$ cat config.mk
export PLATFORM = sky130hd
export DESIGN_NAME = conv_window_scheduler
export DESIGN_NICKNAME = d
export VERILOG_FILES = /design/src/rtl/conv_sched_pkg.sv /design/src/rtl/conv_win_counter.sv /design/src/rtl/conv_window_scheduler.sv
export SDC_FILE = /design/constraint.sdc
export NUM_CORES = 1
export LEC_CHECK = 0
export BUFFER_PORTS_ARGS = -buffer_cell sky130_fd_sc_hd__buf_2
export CELL_PAD_IN_SITES_DETAIL_PLACEMENT = 1
export CELL_PAD_IN_SITES_GLOBAL_PLACEMENT = 2
export CORE_MARGIN = 5
export CORE_UTILIZATION = 35
export DETAILED_ROUTE_END_ITERATION = 7
export PLACE_DENSITY = 0.85
export SLEW_MARGIN = 20
export SYNTH_ARGS = -nofsm -noshare
export SYNTH_HDL_FRONTEND = slang
export SYNTH_SLANG_ARGS = --single-unit
$ cat constraint.sdc
create_clock -name clk -period 3.1 [get_ports clk]
set_clock_uncertainty 0.2 [all_clocks]
set_input_delay 0.775 -clock clk [delete_from_list [all_inputs] [get_ports clk]]
set_output_delay 0.775 -clock clk [all_outputs]
set_load 0.01 [all_outputs]
$ cat src/rtl/conv_sched_pkg.sv
// Shared widths and FSM state encoding for the convolution window scheduler.
package conv_sched_pkg;

  localparam int ADDR_W_DEF = 8;
  localparam int DIM_W_DEF  = 8;
  localparam int K_W_DEF    = 4;
  localparam int STATE_W    = 3;

  typedef enum logic [STATE_W-1:0] {
    ST_IDLE  = 3'd0,
    ST_CHECK = 3'd1,
    ST_ISSUE = 3'd2,
    ST_DONE  = 3'd3
  } state_t;

endpackage

$ cat src/rtl/conv_win_counter.sv
// Nested kx/ky/ox/oy window counters with an incrementally maintained tap address
// (line/window/row pointers, so no multiplier sits on the address path).
module conv_win_counter
  import conv_sched_pkg::*;
#(
  parameter int ADDR_W = ADDR_W_DEF,
  parameter int DIM_W  = DIM_W_DEF,
  parameter int K_W    = K_W_DEF
) (
  input  logic              clk,
  input  logic              rst,
  input  logic              i_load,
  input  logic              i_adv,
  input  logic [DIM_W-1:0]  i_img_w,
  input  logic [DIM_W-1:0]  i_img_h,
  input  logic [K_W-1:0]    i_k,
  input  logic [ADDR_W-1:0] i_base,
  output logic [ADDR_W-1:0] o_addr,
  output logic              o_win_last,
  output logic              o_job_last
);

  logic [K_W-1:0]    r_kx, r_ky;
  logic [DIM_W-1:0]  r_ox, r_oy;
  logic [ADDR_W-1:0] r_line_ptr, r_win_ptr, r_row_ptr, r_addr;

  logic [K_W-1:0]    w_k_max;
  logic [DIM_W-1:0]  w_ox_max, w_oy_max;
  logic [ADDR_W-1:0] w_stride, w_row_next, w_win_next, w_line_next;
  logic              w_kx_last, w_ky_last, w_ox_last, w_oy_last;

  assign w_k_max     = i_k - K_W'(1);
  assign w_ox_max    = i_img_w - DIM_W'(i_k);
  assign w_oy_max    = i_img_h - DIM_W'(i_k);
  assign w_stride    = ADDR_W'(i_img_w);
  assign w_row_next  = r_row_ptr + w_stride;
  assign w_win_next  = r_win_ptr + ADDR_W'(1);
  assign w_line_next = r_line_ptr + w_stride;

  assign w_kx_last = (r_kx == w_k_max);
  assign w_ky_last = (r_ky == w_k_max);
  assign w_ox_last = (r_ox == w_ox_max);
  assign w_oy_last = (r_oy == w_oy_max);

  assign o_addr     = r_addr;
  assign o_win_last = w_kx_last && w_ky_last;
  assign o_job_last = w_kx_last && w_ky_last && w_ox_last && w_oy_last;

  always_ff @(posedge clk or negedge rst) begin
    if (!rst) begin
      r_kx       <= '0;
      r_ky       <= '0;
      r_ox       <= '0;
      r_oy       <= '0;
      r_line_ptr <= '0;
      r_win_ptr  <= '0;
      r_row_ptr  <= '0;
      r_addr     <= '0;
    end else if (i_load) begin
      r_kx       <= '0;
      r_ky       <= '0;
      r_ox       <= '0;
      r_oy       <= '0;
      r_line_ptr <= i_base;
      r_win_ptr  <= i_base;
      r_row_ptr  <= i_base;
      r_addr     <= i_base;
    end else if (i_adv) begin
      if (!w_kx_last) begin
        r_kx   <= r_kx + K_W'(1);
        r_addr <= r_addr + ADDR_W'(1);
      end else if (!w_ky_last) begin
        r_kx      <= '0;
        r_ky      <= r_ky + K_W'(1);
        r_row_ptr <= w_row_next;
        r_addr    <= w_row_next;
      end else if (!w_ox_last) begin
        r_kx      <= '0;
        r_ky      <= '0;
        r_ox      <= r_ox + DIM_W'(1);
        r_win_ptr <= w_win_next;
        r_row_ptr <= w_win_next;
        r_addr    <= w_win_next;
      end else if (!w_oy_last) begin
        // Next output row: the window restarts at the left edge one image row down.
        r_kx       <= '0;
        r_ky       <= '0;
        r_ox       <= '0;
        r_oy       <= r_oy + DIM_W'(1);
        r_line_ptr <= w_line_next;
        r_win_ptr  <= w_line_next;
        r_row_ptr  <= w_line_next;
        r_addr     <= w_line_next;
      end
    end
  end

endmodule

$ cat src/rtl/conv_window_scheduler.sv
// Job FSM and valid/ready tap handshake for the K x K window address sequencer.
// Optional stall counter output enabled by defining CONV_SCHED_STALL_CNT_EN.
module conv_window_scheduler
  import conv_sched_pkg::*;
#(
  parameter int ADDR_W = ADDR_W_DEF,
  parameter int DIM_W  = DIM_W_DEF,
  parameter int K_W    = K_W_DEF
) (
  input  logic              clk,
  input  logic              rst,
  input  logic              start,
  input  logic [DIM_W-1:0]  img_w,
  input  logic [DIM_W-1:0]  img_h,
  input  logic [K_W-1:0]    k_size,
  input  logic [ADDR_W-1:0] base_addr,
  output logic [ADDR_W-1:0] rd_addr,
  output logic              rd_valid,
  input  logic              rd_ready,
  output logic              win_last,
  output logic              busy,
  output logic              done,
  output logic              cfg_err,
  output logic [2:0]        state
`ifdef CONV_SCHED_STALL_CNT_EN
  ,
  output logic [15:0]       stall_cnt
`endif
);

  state_t            r_state, w_state_next;
  logic [DIM_W-1:0]  r_img_w, r_img_h;
  logic [K_W-1:0]    r_k;
  logic [ADDR_W-1:0] r_base;
  logic              r_rd_valid;

  logic w_cfg_bad, w_hs, w_load, w_start_acc, w_win_last, w_job_last;

  assign w_cfg_bad = (r_k == '0) || (DIM_W'(r_k) > r_img_w) || (DIM_W'(r_k) > r_img_h);
  assign w_hs      = r_rd_valid && rd_ready;

  always_ff @(posedge clk or negedge rst) begin
    if (!rst) r_state <= ST_IDLE;
    else      r_state <= w_state_next;
  end

  always_comb begin
    w_state_next = r_state;
    w_load       = 1'b0;
    w_start_acc  = 1'b0;
    cfg_err      = 1'b0;
    done         = 1'b0;
    busy         = (r_state != ST_IDLE);
    case (r_state)
      ST_IDLE: begin
        if (start) begin
          w_start_acc  = 1'b1;
          w_state_next = ST_CHECK;
        end
      end
      ST_CHECK: begin
        if (w_cfg_bad) begin
          cfg_err      = 1'b1;
          w_state_next = ST_IDLE;
        end else begin
          w_load       = 1'b1;
          w_state_next = ST_ISSUE;
        end
      end
      ST_ISSUE: begin
        if (w_hs && w_job_last) w_state_next = ST_DONE;
      end
      ST_DONE: begin
        done         = 1'b1;
        w_state_next = ST_IDLE;
      end
      default: w_state_next = ST_IDLE;
    endcase
  end

  always_ff @(posedge clk or negedge rst) begin
    if (!rst) begin
      r_img_w <= '0;
      r_img_h <= '0;
      r_k     <= '0;
      r_base  <= '0;
    end else if (w_start_acc) begin
      r_img_w <= img_w;
      r_img_h <= img_h;
      r_k     <= k_size;
      r_base  <= base_addr;
    end
  end

  always_ff @(posedge clk or negedge rst) begin
    if (!rst)                    r_rd_valid <= 1'b0;
    else if (w_load)             r_rd_valid <= 1'b1;
    else if (w_hs && w_job_last) r_rd_valid <= 1'b0;
  end

  conv_win_counter #(
    .ADDR_W (ADDR_W),
    .DIM_W  (DIM_W),
    .K_W    (K_W)
  ) u_counter (
    .clk        (clk),
    .rst        (rst),
    .i_load     (w_load),
    .i_adv      (w_hs),
    .i_img_w    (r_img_w),
    .i_img_h    (r_img_h),
    .i_k        (r_k),
    .i_base     (r_base),
    .o_addr     (rd_addr),
    .o_win_last (w_win_last),
    .o_job_last (w_job_last)
  );

  // Counters park on the final tap between jobs, so the flag is gated by valid.
  assign win_last = r_rd_valid && w_win_last;
  assign rd_valid = r_rd_valid;
  assign state    = r_state;

`ifdef CONV_SCHED_STALL_CNT_EN
  logic [15:0] r_stall_cnt;

  always_ff @(posedge clk or negedge rst) begin
    if (!rst)
      r_stall_cnt <= '0;
    else if (w_start_acc)
      r_stall_cnt <= '0;
    else if (r_rd_valid && !rd_ready && (r_stall_cnt != 16'hFFFF))
      r_stall_cnt <= r_stall_cnt + 16'd1;
  end

  assign stall_cnt = r_stall_cnt;
`endif

endmodule

### After elaboration in Yosys (flattened, before gate mapping)

Index checks and enable logic that the tools add are counted.

* output and inout bits: 16
* flip-flop bits (word level): 88

* equal/unequal tests: 13
* reductions and logical operators: 21
* muxes and demuxes: 53
* $lt $le $gt $ge: 2
* add/sub/neg operators: 11

Operators by type and width (count)
* $mux 8: 30
* $mux 4: 10
* $add 8x1->8 const B: 4
* $add 8x8->8: 2
* $eq 8x8->1: 2
* $gt 4x8->1: 2
* $sub 8x4->8: 2
* $reduce_bool 2->1: 5
* $mux 1: 9
* $pmux 3 s3: 1
* $add 4x1->4 const B: 2
* $eq 4x4->1: 2
* $eq 3x2->1 const B: 2
* $logic_and 1x1->1: 6
* $mux 3: 2
* $ne 5x4->1 const B: 1
* $reduce_and 5->1: 1
* $logic_not 4->1: 1
* $ne 2x2->1 const B: 2
* $ne 4x3->1 const B: 1
* $reduce_and 2->1: 2
* $reduce_and 4->1: 1
* $sub 4x1->4 const B: 1
* $eq 3x1->1 const B: 1
* 7 further kinds: 8

### Logic depth before layout (Yosys ltp)

Gate-level depths: netlist (run 1).

* depth in word-level cells: 8
* gate-level depth with buffers: 14

### By module

From an unflattened synthesis (run 1), not the netlist that was laid out.

* cell total of the unflattened synthesis: 639
* area total of the unflattened synthesis: 5980.7 µm²

Modules (own cells, without submodules)
* conv_win_counter: area each 4529.3 µm², instances 1, cells each 521, sequential area each 1401.3 µm²
* conv_window_scheduler: area each 1451.4 µm², instances 1, cells each 118, sequential area each 775.7 µm²

### Worst setup path before layout (run 1)

OpenSTA, ideal clock, no wires.

* path kind: reg2reg
* start: register r_k[0]
* end: register u_counter.r_oy[3]
* slack: -0.311 ns
* data required time: 2.768 ns
* stages on the path, launching flop included: 13
* arrival: 3.079 ns
* path buffers: 2
* cells stage by stage: dfrtp_1 > ha_1 > fa_1 > nand3b_1 > and3_1 > o21a_1 > o31a_1 > nor3_1 > buf_2 > clkbuf_1 > nand3_1 > xor2_1 > nor2_1

* longest elaborated chain between the ends: 7

RTL lines
* from (decl): RTL line conv_window_scheduler.sv:33 `logic [K_W-1:0] r_k;`
* from (signal assigned): RTL line conv_window_scheduler.sv:90 `r_k <= k_size;`
* $gt 4x8->1 / $logic_not 4->1 (equally long branches): RTL line conv_window_scheduler.sv:39 `assign w_cfg_bad = (r_k == '0) || (DIM_W'(r_k) > r_img_w) || (DIM_W'(r_k) > r_img_h);`
* $logic_or 1x1->1 (2 in series): RTL line conv_window_scheduler.sv:39
* $mux 1: RTL line conv_window_scheduler.sv:62 `if (w_cfg_bad) begin`
* $mux 1: RTL line conv_window_scheduler.sv:54 `case (r_state)`
* $ne 2x1->1 (no source line) / $reduce_bool 2->1 (equally long branches)
* $reduce_and 5->1 (no source line)
* to (signal assigned): RTL line conv_win_counter.sv:89 `r_oy <= r_oy + DIM_W'(1);`
* to (decl): RTL line conv_win_counter.sv:24 `logic [DIM_W-1:0] r_ox, r_oy;`

Parallel ways exist; a longest one is shown, timed or not.
A chain may end at the register's enable or synchronous reset.

### Worst setup path after layout (run 1)

* start: register r_k[0]
* end: output port cfg_err

* longest elaborated chain between the ends: 5

RTL lines
* $gt 4x8->1 / $logic_not 4->1 (equally long branches): RTL line conv_window_scheduler.sv:39
* $logic_or 1x1->1: RTL line conv_window_scheduler.sv:39
* $logic_or 1x1->1 (*): RTL line conv_window_scheduler.sv:39
* $mux 1 (*): RTL line conv_window_scheduler.sv:62
* $mux 1 (*): RTL line conv_window_scheduler.sv:54
* to (decl): RTL line conv_window_scheduler.sv:23 `output logic cfg_err,`

Mark *: on every way between the ends. The rest lies on a longest branch, timed or not.

==> impl_metrics.toml, run 1 <==
[run_status]
outcome = "finished with violations"
violations_in_the_final_reports = "setup timing"

[cells_and_area]
layout-drive-gt1-share = 0.411
stdcell_area_um2 = 8370
layout.cells.most_common = "buf_4"
flow.area_growth_from_synthesis_pct = 43.3
finish.net_count = 852
filler_cell_count = 1858
final_util = 0.508
antenna-diode-count = 0
commonest_non_fill_non_tap_cells_in_the_layout = "90 x buf_4, 85 x dfrtp_1, 45 x nor2_1, 44 x buf_2, 38 x nand2_1"

[synthesis]
syn-cell-area_um2 = 5840
netlist-cell-type-count = 66
synth.yosys.seq_area_share = 0.373
async_flop_share = 1.00
synth_top_area_share = 0.373
ys.warnings.count = 0
synth.avg_cell_area_um2 = 9.33
synth_cells = 626
synth_top_area_cell = "dfrtp_1"
synth.net_count = 692
synth.ff_latch_count = 87
synth.area.top_cells = "dfrtp_1 37%, ha_1 6.4%, xnor2_1 5.2%"
synth-main-ff-cell = "dfrtp_1"
synth_edf_count = 0

[grt]
grt_pass1_wl_mm = 35.2
antenna_found_initial = 0
grt_max_degree = 57
grt.overflow.total = 0
grt_pass1_vias = 6331
grt_util_all_layers = 0.231

[timing]
setup_repair_after_global_routing_missed_its_margin = "true"
finalHoldViolations = 0
final_min_period_over_clock_period = 1.10
timing.max_slew.rel_slack = 0.643
setup_ws_ns = -0.298
finalSetupViolations = 56
final_period_minus_worst_setup_slack_ns = 3.40
hold-worst-slack_ns = 0.167
finalMaxSlewViolations = 0
max_clock_freq_mhz = 294
max_slew.worst_pin.slew_ns = 0.532
setup_total_negative_slack_ns = -7.37

[worst_setup_path]
worst-endpoint-required_ns = 2.12
worst-setup-path-type = "flip-flop to output port"
reg2regPathDepth = 11
regToRegStartpoint = "r_k[0]"
arrival_time_of_the_worst_setup_path_ns = 2.42
setup.worst_path.end_class = "output port"
rr_endpoint = "u_counter.o_addr[1]"
critical_path_peak_fanout = 3
cp-start-kind = "flip-flop"
cp_startpoint = "r_k[0]"
r2r_slack_ns = -0.24

[floorplanning]
design.core.area_um2 = 16500
die_height_um = 139
start_util = 0.355
row_count = 47
floorplan.die.width_um = 139
area_of_the_die_um2 = 19400
ioPinCount = 48

[clocking]
path_clk_slew_ns = 0.07
sink_count_of_the_clock_tree = 87
clock_tree.buffer_depth = 2
numCtsBuffers = 9
tritoncts = "done"
post_cts_hold_buffer_count = 0
clock_tree.htree_level_count = 3
insertion_delay_ns = 0.36
root_buffer = "clkbuf_16"

[detailed_routing]
finalWirelength_mm = 22.4
detailroute.via_count = 5601
antenna_violating_nets_post_route = 0
detail_route.drc_violations = 0
detail_route.vias_per_cell = 5.54
drt-pass1-iter-count = 5
route.detailed.wl_per_inst_um = 22.1
detailedRoute.firstIterationViolations = 301

[place]
place_hpwl_mm = 15.6
io_buffer_count = 46
placed_area_um2 = 7070
routabilityCongestion = 0.906

[power]
power_density_nw_per_um2 = 1210
ir_worst_vdd_v = 0.000498
final_total_power_mw = 10.1
leakage_power_summed_over_all_cells_nw = 3.64

[worst_hold_path]
min-delay-path-class = "primary input to asynchronous set/reset pin"

[job]
max_cap_violations = 0
-- per-layer routing --
layer | routed length [µm] | track usage
met1 | 9250 | 0.279
met4 | 763 | 0.0958
met2 | 11700 | 0.407
met5 | 0 | 0
met3 | 678 | 0.0372
-- worst max-delay path by stage --
stage,endpoint,slack [ns],depth (start not counted)
2_1_floorplan,u_counter.r_line_ptr[3],-0.1,11
3_3_place_gp,u_counter.r_kx[3],-0.21,10
3_5_place_dp,u_counter.o_addr[4],-0.29,14
4_1_cts,cfg_err,-0.30,10
5_1_grt,u_counter.o_addr[1],-0.39,11
6_report,cfg_err,-0.30,9
-- stage by stage --
step                setup slack [ns]  instances
floorplan                    -0.0974        626
global placement              -0.209        964
detailed placement            -0.290        964
CTS                           -0.300       1005
global route                  -0.390       1011
finish                        -0.298       1011
-- cells in the mapped netlist, drive strengths merged (4+ instances only) --
master	number
fa	4
o211ai	7
xor2	22
ha	30
clkbuf	20
and3	20
nand4	5
dfrtp	87
and2	5
a311oi	7
o2111ai	4
inv	28
a211oi	7
xnor2	35
mux2i	17
o21ai	31
nor3	18
o21a	4
nand2b	6
buf	6
mux2	23
nor2	49
a21o	5
nand2	43
a31oi	10
nand3	31
or3	9
a21oi	43
-- repair_timing --
item                                   4_1_cts  5_1_grt
endpoints found under the hold margin        0        0
setup endpoints to repair                   60       60
pin swaps                                   60       44
gates cloned                                 3        0
gates resized for setup                    119       59
buffers inserted                            24       14
-- cell type report --
type                            count  area, µm²  area share
Multi-Input combinational cell    485       4090       0.489
Sequential cell                    87       2180       0.260
Timing Repair Buffer              175       1410       0.168
Tap cell                          220        275      0.0329
Clock buffer                       13        270      0.0323
Inverter                           28        110      0.0132
Clock inverter                      3       40.0     0.00478
-- critical path, stage by stage (launching register included) --
cell and delay [ns]:
dfrtp_2 0.41, ha_2 0.19, inv_1 0.06, fa_2 0.38, a21o_1 0.18, a211oi_2 0.28, a311oi_2 0.11, buf_4 0.18
nor3b_2 0.14, buf_2 0.15
-- power breakdown --
group          internal, mW  switching [mW]
sequential             1.58           0.535
clock                 0.689           0.492
combinational          3.15            3.65
total                  5.42            4.68
-- cells by family after synthesis --
| kind of cell | after synthesis | share of synthesized area |
|---|---|---|
| buffers and inverters | 54 | 0.0377 |
| XOR/XNOR | 59 | 0.0931 |
| adder cells (fa/ha/maj) | 34 | 0.0779 |
| flip-flops | 87 | 0.373 |
| multiplexers | 40 | 0.0734 |
| AO/OA/AOI/OAI | 148 | 0.172 |
| other | 1 | 0.000642 |
| AND/OR/NAND/NOR | 203 | 0.173 |
No activity file was read; power rests on OpenSTA's default activity.
==> inputs of run 2 (changes only) <==
CELL_PAD_IN_SITES_DETAIL_PLACEMENT = 2   (was 1)
==> run 2 against run 1 <==
Maximum frequency decreased by 7.2%. Sequential power increased by 7%. Sequential share of layout area shrank 1.4 points. The flow still finishes with violations (setup timing).
==> impl_metrics.toml, run 2 (synthesis results as in run 1) <==
[cells_and_area]
commonest_non_fill_non_tap_cells_in_the_layout = "94 x buf_4, 85 x dfrtp_1, 44 x buf_2, 39 x buf_6, 38 x nor2_1"
flow.area_growth_from_synthesis_pct = 51.2
layout.cells.most_common = "buf_4"
finish.net_count = 860
stdcell_area_um2 = 8840
layout-drive-gt1-share = 0.472
final_cells = 1020
final_util = 0.537

[clocking]
root_buffer = "clkbuf_16"
clock_tree.htree_level_count = 3
numCtsBuffers = 9
tritoncts = "done"
insertion_delay_ns = 0.39
path_clk_slew_ns = 0.08
clock_tree.buffer_depth = 2
sink_count_of_the_clock_tree = 87

[timing]
hold-worst-slack_ns = 0.154
max_slew.worst_pin.slew_ns = 0.631
timing.max_slew.rel_slack = 0.576
finalMaxSlewViolations = 0
max_clock_freq_mhz = 273
final_period_minus_worst_setup_slack_ns = 3.66
final_min_period_over_clock_period = 1.18
setup_total_negative_slack_ns = -25.24
finalHoldViolations = 0
finalSetupViolations = 60
setup_ws_ns = -0.563
setup_repair_after_global_routing_missed_its_margin = "true"

[place]
placed_area_um2 = 7070
dp_slack_ns = -0.506
io_buffer_count = 46
numPlacedInstances = 964
routabilityCongestion = 0.906
place_hpwl_mm = 18.4

[grt]
grt_max_degree = 57
grt_pass1_wl_mm = 46.2
grt_util_all_layers = 0.316
antenna_found_initial = 1
grt_pass1_vias = 7154
grt.overflow.total = 0

[detailed_routing]
detail_route.drc_violations = 0
drt-pass1-iter-count = 5
detailedRoute.firstIterationViolations = 610
route.detailed.wl_per_inst_um = 34.9
finalWirelength_mm = 35.6
antenna_violating_nets_post_route = 0
detailroute.via_count = 6438
detail_route.vias_per_cell = 6.31

[worst_hold_path]
min-delay-path-class = "primary input to asynchronous set/reset pin"

[worst_setup_path]
worst-endpoint-required_ns = 3.14
crit_path_max_incr_delay_ns = 0.45
crit_buf_inv = 2
setup.worst_path.end_class = "flip-flop"
critical_path_peak_fanout = 5
arrival_time_of_the_worst_setup_path_ns = 3.71
cp-start-kind = "flip-flop"
worst-setup-path-type = "flip-flop to flip-flop"
critPathTopFamily = "simple AND/OR/NAND/NOR gates"
crit_path_cell_trace = "ha_4, fa_2, nand3b_1, and3_4, o21a_1, o31a_1, or3_4, nor3_4, buf_4, buf_12, mux2i_2, a21oi_2"
cpMaxStageDelayCell = "dfrtp_2"

[floorplanning]
die_height_um = 139
floorplan.die.width_um = 139
start_util = 0.355
row_count = 47
ioPinCount = 48
design.core.area_um2 = 16500
area_of_the_die_um2 = 19400

[power]
ir_worst_vdd_v = 0.000546
power_density_nw_per_um2 = 1360
leakage_power_summed_over_all_cells_nw = 3.76
final_total_power_mw = 12.0

[job]
max_cap_violations = 0

[run_status]
violations_in_the_final_reports = "setup timing"
outcome = "finished with violations"
-- run 2: changes by cell type in the layout (fill, tap and decap cells not counted), moves of 5 or more --
cell | before | now
a21oi_1 | 30 | 21
nor2_2 | 2 | 7
a21oi_2 | 12 | 19
nor2_1 | 45 | 38
xnor2_1 | 33 | 28
-- run 2: path summary, 6_finish.rpt --
path                            from                      end  slack, ns  cells past startpoint
max in group asynchronous        rst                   r_k[1]       1.78                      2
setup / recovery              r_k[0]  u_counter.r_line_ptr[2]      -0.56                     12
hold / removal                   rst               r_img_h[6]       0.15                      1
min in group clk           r_base[5]                r_base[5]       0.33                      1
hold reg to reg            r_base[5]                r_base[5]       0.33                      1
setup reg to reg              r_k[0]  u_counter.r_line_ptr[2]      -0.56                     12
-- run 2: layout make-up --
class                      instances  area [µm²]
antenna                            1        2.50
clock buffer                      13         270
clock inverter                     3        40.0
fill                            1636        7630
inverter                          28         113
multi-input combinational        485        4470
sequential                        87        2180
tap                              220         275
timing repair buffer             183        1490
-- run 2: timing repair --
action / in CTS / in global routing
pin swaps: 45 / 65
buffers inserted: 23 / 24
setup endpoints to repair: 60 / 60
cloned: 2 / 1
hold buffers: 0 / 0
resized for setup: 134 / 115
-- run 2: routing by layer --
metal | part of all wire | track usage | vias to the layer above
li1 | - | - | 2608
met1 | 0.37 | 0.343 | 3340
met2 | 0.51 | 0.574 | 327
met3 | 0.047 | 0.0459 | 163
met4 | 0.077 | 0.198 | 0
met5 | 0 | 0 | -
-- run 2: worst reg2reg max path: cells and delay by family, from the launching register on --
| family | cells | cell delay [ns] |
|---|---|---|
| adder cells (fa/ha/maj) | 2 | 0.57 |
| flip-flops | 1 | 0.45 |
| AND/OR/NAND/NOR | 4 | 1.08 |
| AO/OA/AOI/OAI | 3 | 0.67 |
| multiplexers | 1 | 0.26 |
| buffers and inverters | 2 | 0.28 |
-- run 2: report_power, final --
part | internal (mW) | total (mW) | switching, mW
registers | 1.58 | 2.27 | 0.687
logic | 3.50 | 8.47 | 4.97
clock network | 0.691 | 1.27 | 0.576
total | 5.77 | 12.0 | 6.23
==> inputs of run 3 (changes only) <==
SYNTH_HIERARCHICAL = 1   (was not set)
==> run 3 against run 2 <==
The flow still finishes with violations (setup timing). Non-clock buffer count shrank 7. Flip-flop and latch count unchanged. Wire length rose by 6.8%. First-iteration DRC count down 9.3%. Via count up 3.0%. Maximum frequency is 6.3% lower. Sequential share of layout area shrank 0.64 points. Register-to-register slack lost 0.25 ns. Core utilization rose by 0.63 points.
==> impl_metrics.toml, run 3 <==
[clocking]
sink_count_of_the_clock_tree = 87
numCtsBuffers = 9
insertion_delay_ns = 0.38
path_clk_slew_ns = 0.07
tritoncts = "done"
clock_tree.htree_level_count = 3
clock_tree.buffer_depth = 2
root_buffer = "clkbuf_16"

[synthesis]
async_flop_share = 1.00
synth_cells = 639
synth.avg_cell_area_um2 = 9.36
synth-main-ff-cell = "dfrtp_1"
synth_edf_count = 0
syn-cell-area_um2 = 5980
synth.net_count = 712
synth_top_area_cell = "dfrtp_1"
ys.warnings.count = 6
synth_top_cells_by_count = "87 x dfrtp_1, 48 x nand2_1, 45 x nor2_1"
synth_top_area_share = 0.364
synth.area.top_cells = "dfrtp_1 36%, ha_1 7.7%, xnor2_1 4.2%"
synth.ff_latch_count = 87
netlist-cell-type-count = 72
yosys.cell_count.top_type = "dfrtp_1"
synth.yosys.seq_area_share = 0.364

[grt]
grt.overflow.total = 0
grt_pass1_wl_mm = 48.6
grt_max_degree = 46
grt_pass1_vias = 7141
grt.busiest_layer = "met2"
antenna_found_initial = 4
global_routing_met2_resource_utilization = 0.574
use_met3 = 0.0752
global_route.usage.met1 = 0.386
grt_util_all_layers = 0.331

[floorplanning]
row_count = 47
start_util = 0.358
design.core.area_um2 = 16700
floorplan.die.width_um = 141
ioPinCount = 48
die_height_um = 141
area_of_the_die_um2 = 19800

[timing]
max_slew.worst_pin.slew_ns = 0.694
finalMaxSlewViolations = 0
timing.max_slew.rel_slack = 0.533
final_period_minus_worst_setup_slack_ns = 3.91
setup_ws_ns = -0.809
final_min_period_over_clock_period = 1.26
max_clock_freq_mhz = 256
hold-worst-slack_ns = 0.213
setup_repair_after_global_routing_missed_its_margin = "true"
finalHoldViolations = 0
finalSetupViolations = 60

[worst_setup_path]
cpMaxStageDelayCell = "nor4b_1"
reg2regPathDepth = 14
arrival_time_of_the_worst_setup_path_ns = 3.98
worst-setup-path-type = "flip-flop to flip-flop"
crit_path_cell_trace = "inv_2, ha_1, a21oi_1, nand2_2, nor4b_1, nor2_1, a2111oi_4, buf_6, buf_6, a31oi_4, buf_6, o2111ai_1, xor2_1, nor2_2"
critPathTopFamily = "compound AO/OA/AOI/OAI gates"
crit_buf_inv = 4
cp-start-kind = "flip-flop"
crit_path_max_incr_delay_ns = 0.50
worst_path_most_repeated_cell = "buf_6"
setup.worst_path.end_class = "flip-flop"
critical_path_peak_fanout = 7
critical_path_depth = 14
worst-endpoint-required_ns = 3.17

[detailed_routing]
detailedRoute.firstIterationViolations = 553
antenna_violating_nets_post_route = 0
drt-pass1-iter-count = 5
finalWirelength_mm = 38.0
detailroute.via_count = 6632
route.detailed.wl_per_inst_um = 37.1
detail_route.drc_violations = 0
detail_route.vias_per_cell = 6.47

[cells_and_area]
layout.cells.most_common = "dfrtp_1"
finish.net_count = 873
layout-drive-gt1-share = 0.478
commonest_non_fill_non_tap_cells_in_the_layout = "86 x dfrtp_1, 78 x buf_4, 43 x buf_2, 42 x buf_6"
flow.area_growth_from_synthesis_pct = 51.6

[place]
place_hpwl_mm = 17.7
routabilityCongestion = 0.849
io_buffer_count = 46

[worst_hold_path]
min-delay-path-class = "primary input to asynchronous set/reset pin"

[run_status]
outcome = "finished with violations"
violations_in_the_final_reports = "setup timing"

[job]
max_cap_violations = 0
run 3: worst paths after layout:
kind,start,slack (ns),end
min in group clk,state[0],0.35,state[0]
max,r_k[3],-0.81,u_counter/r_ox[6]
max reg2reg,r_k[3],-0.81,u_counter/r_ox[6]
max in group asynchronous,rst,1.79,u_counter/r_ox[4]
min reg2reg,state[0],0.35,state[0]
min,rst,0.21,r_k[1]
run 3: cells by family (layout without fill, tap and decap cells):
group | after synthesis | after routing | share of synthesized area
simple gates | 204 | 204 | 0.176
compound gates | 150 | 150 | 0.162
flops | 87 | 87 | 0.364
xor+xnor | 61 | 61 | 0.0952
buf+inv | 58 | 223 | 0.0431
fa+ha+maj | 41 | 41 | 0.0908
mux | 37 | 37 | 0.0678
other cells | 1 | 2 | 0.000627
run 3: repair_timing:
item | 4_1_cts | 5_1_grt
hold buffers | 0 | 0
pin swaps | 53 | 65
cloned | 1 | 1
endpoints found under the setup margin | 60 | 60
setup buffers | 37 | 23
resized for setup | 150 | 156
run 3: final cells by class:
cell class,instances,area (µm²)
well taps,220,275
diodes,1,2.50
repair buffers,176,1520
inverters,32,126
fillers,1646,7630
clock buffers,12,256
clock inverters,3,42.5
flip-flops and latches,87,2180
multi-input cells,494,4670
run 3: layer usage:
metal / wire (µm) / vias to the layer above
met3: 2870 / 192
met4: 2410 / 6
met2: 18200 / 418
met1: 14400 / 3414
li1: - / 2602
met5: 41 / -
run 3: through the flow:
stage	utilization	setup slack [ns]	cell area [µm²]	cells	TNS (ns)
finish	0.543	-0.809	9070	1025	-38.84
global route	0.543	-0.898	9070	1025	-44.97
CTS	0.490	-0.402	8190	1006	-16.72
detailed placement	0.419	-0.488	7000	954	-20.42
global placement	0.419	-0.314	7000	954	-8.72
floorplan	-	-0.0816	6040	639	-0.351
run 3: worst reg2reg max path: cells and delay by family, from the launching register on:
family / cells / cell delay [ns]
buffers and inverters: 4 / 0.64
XOR/XNOR: 1 / 0.22
AO/OA/AOI/OAI: 4 / 1.09
AND/OR/NAND/NOR: 4 / 0.94
flip-flops: 1 / 0.40
adder cells (fa/ha/maj): 1 / 0.31
Power of run 3 is not shown: default switching activity piles up to over one toggle a cycle in this logic, so the estimate is an artifact.
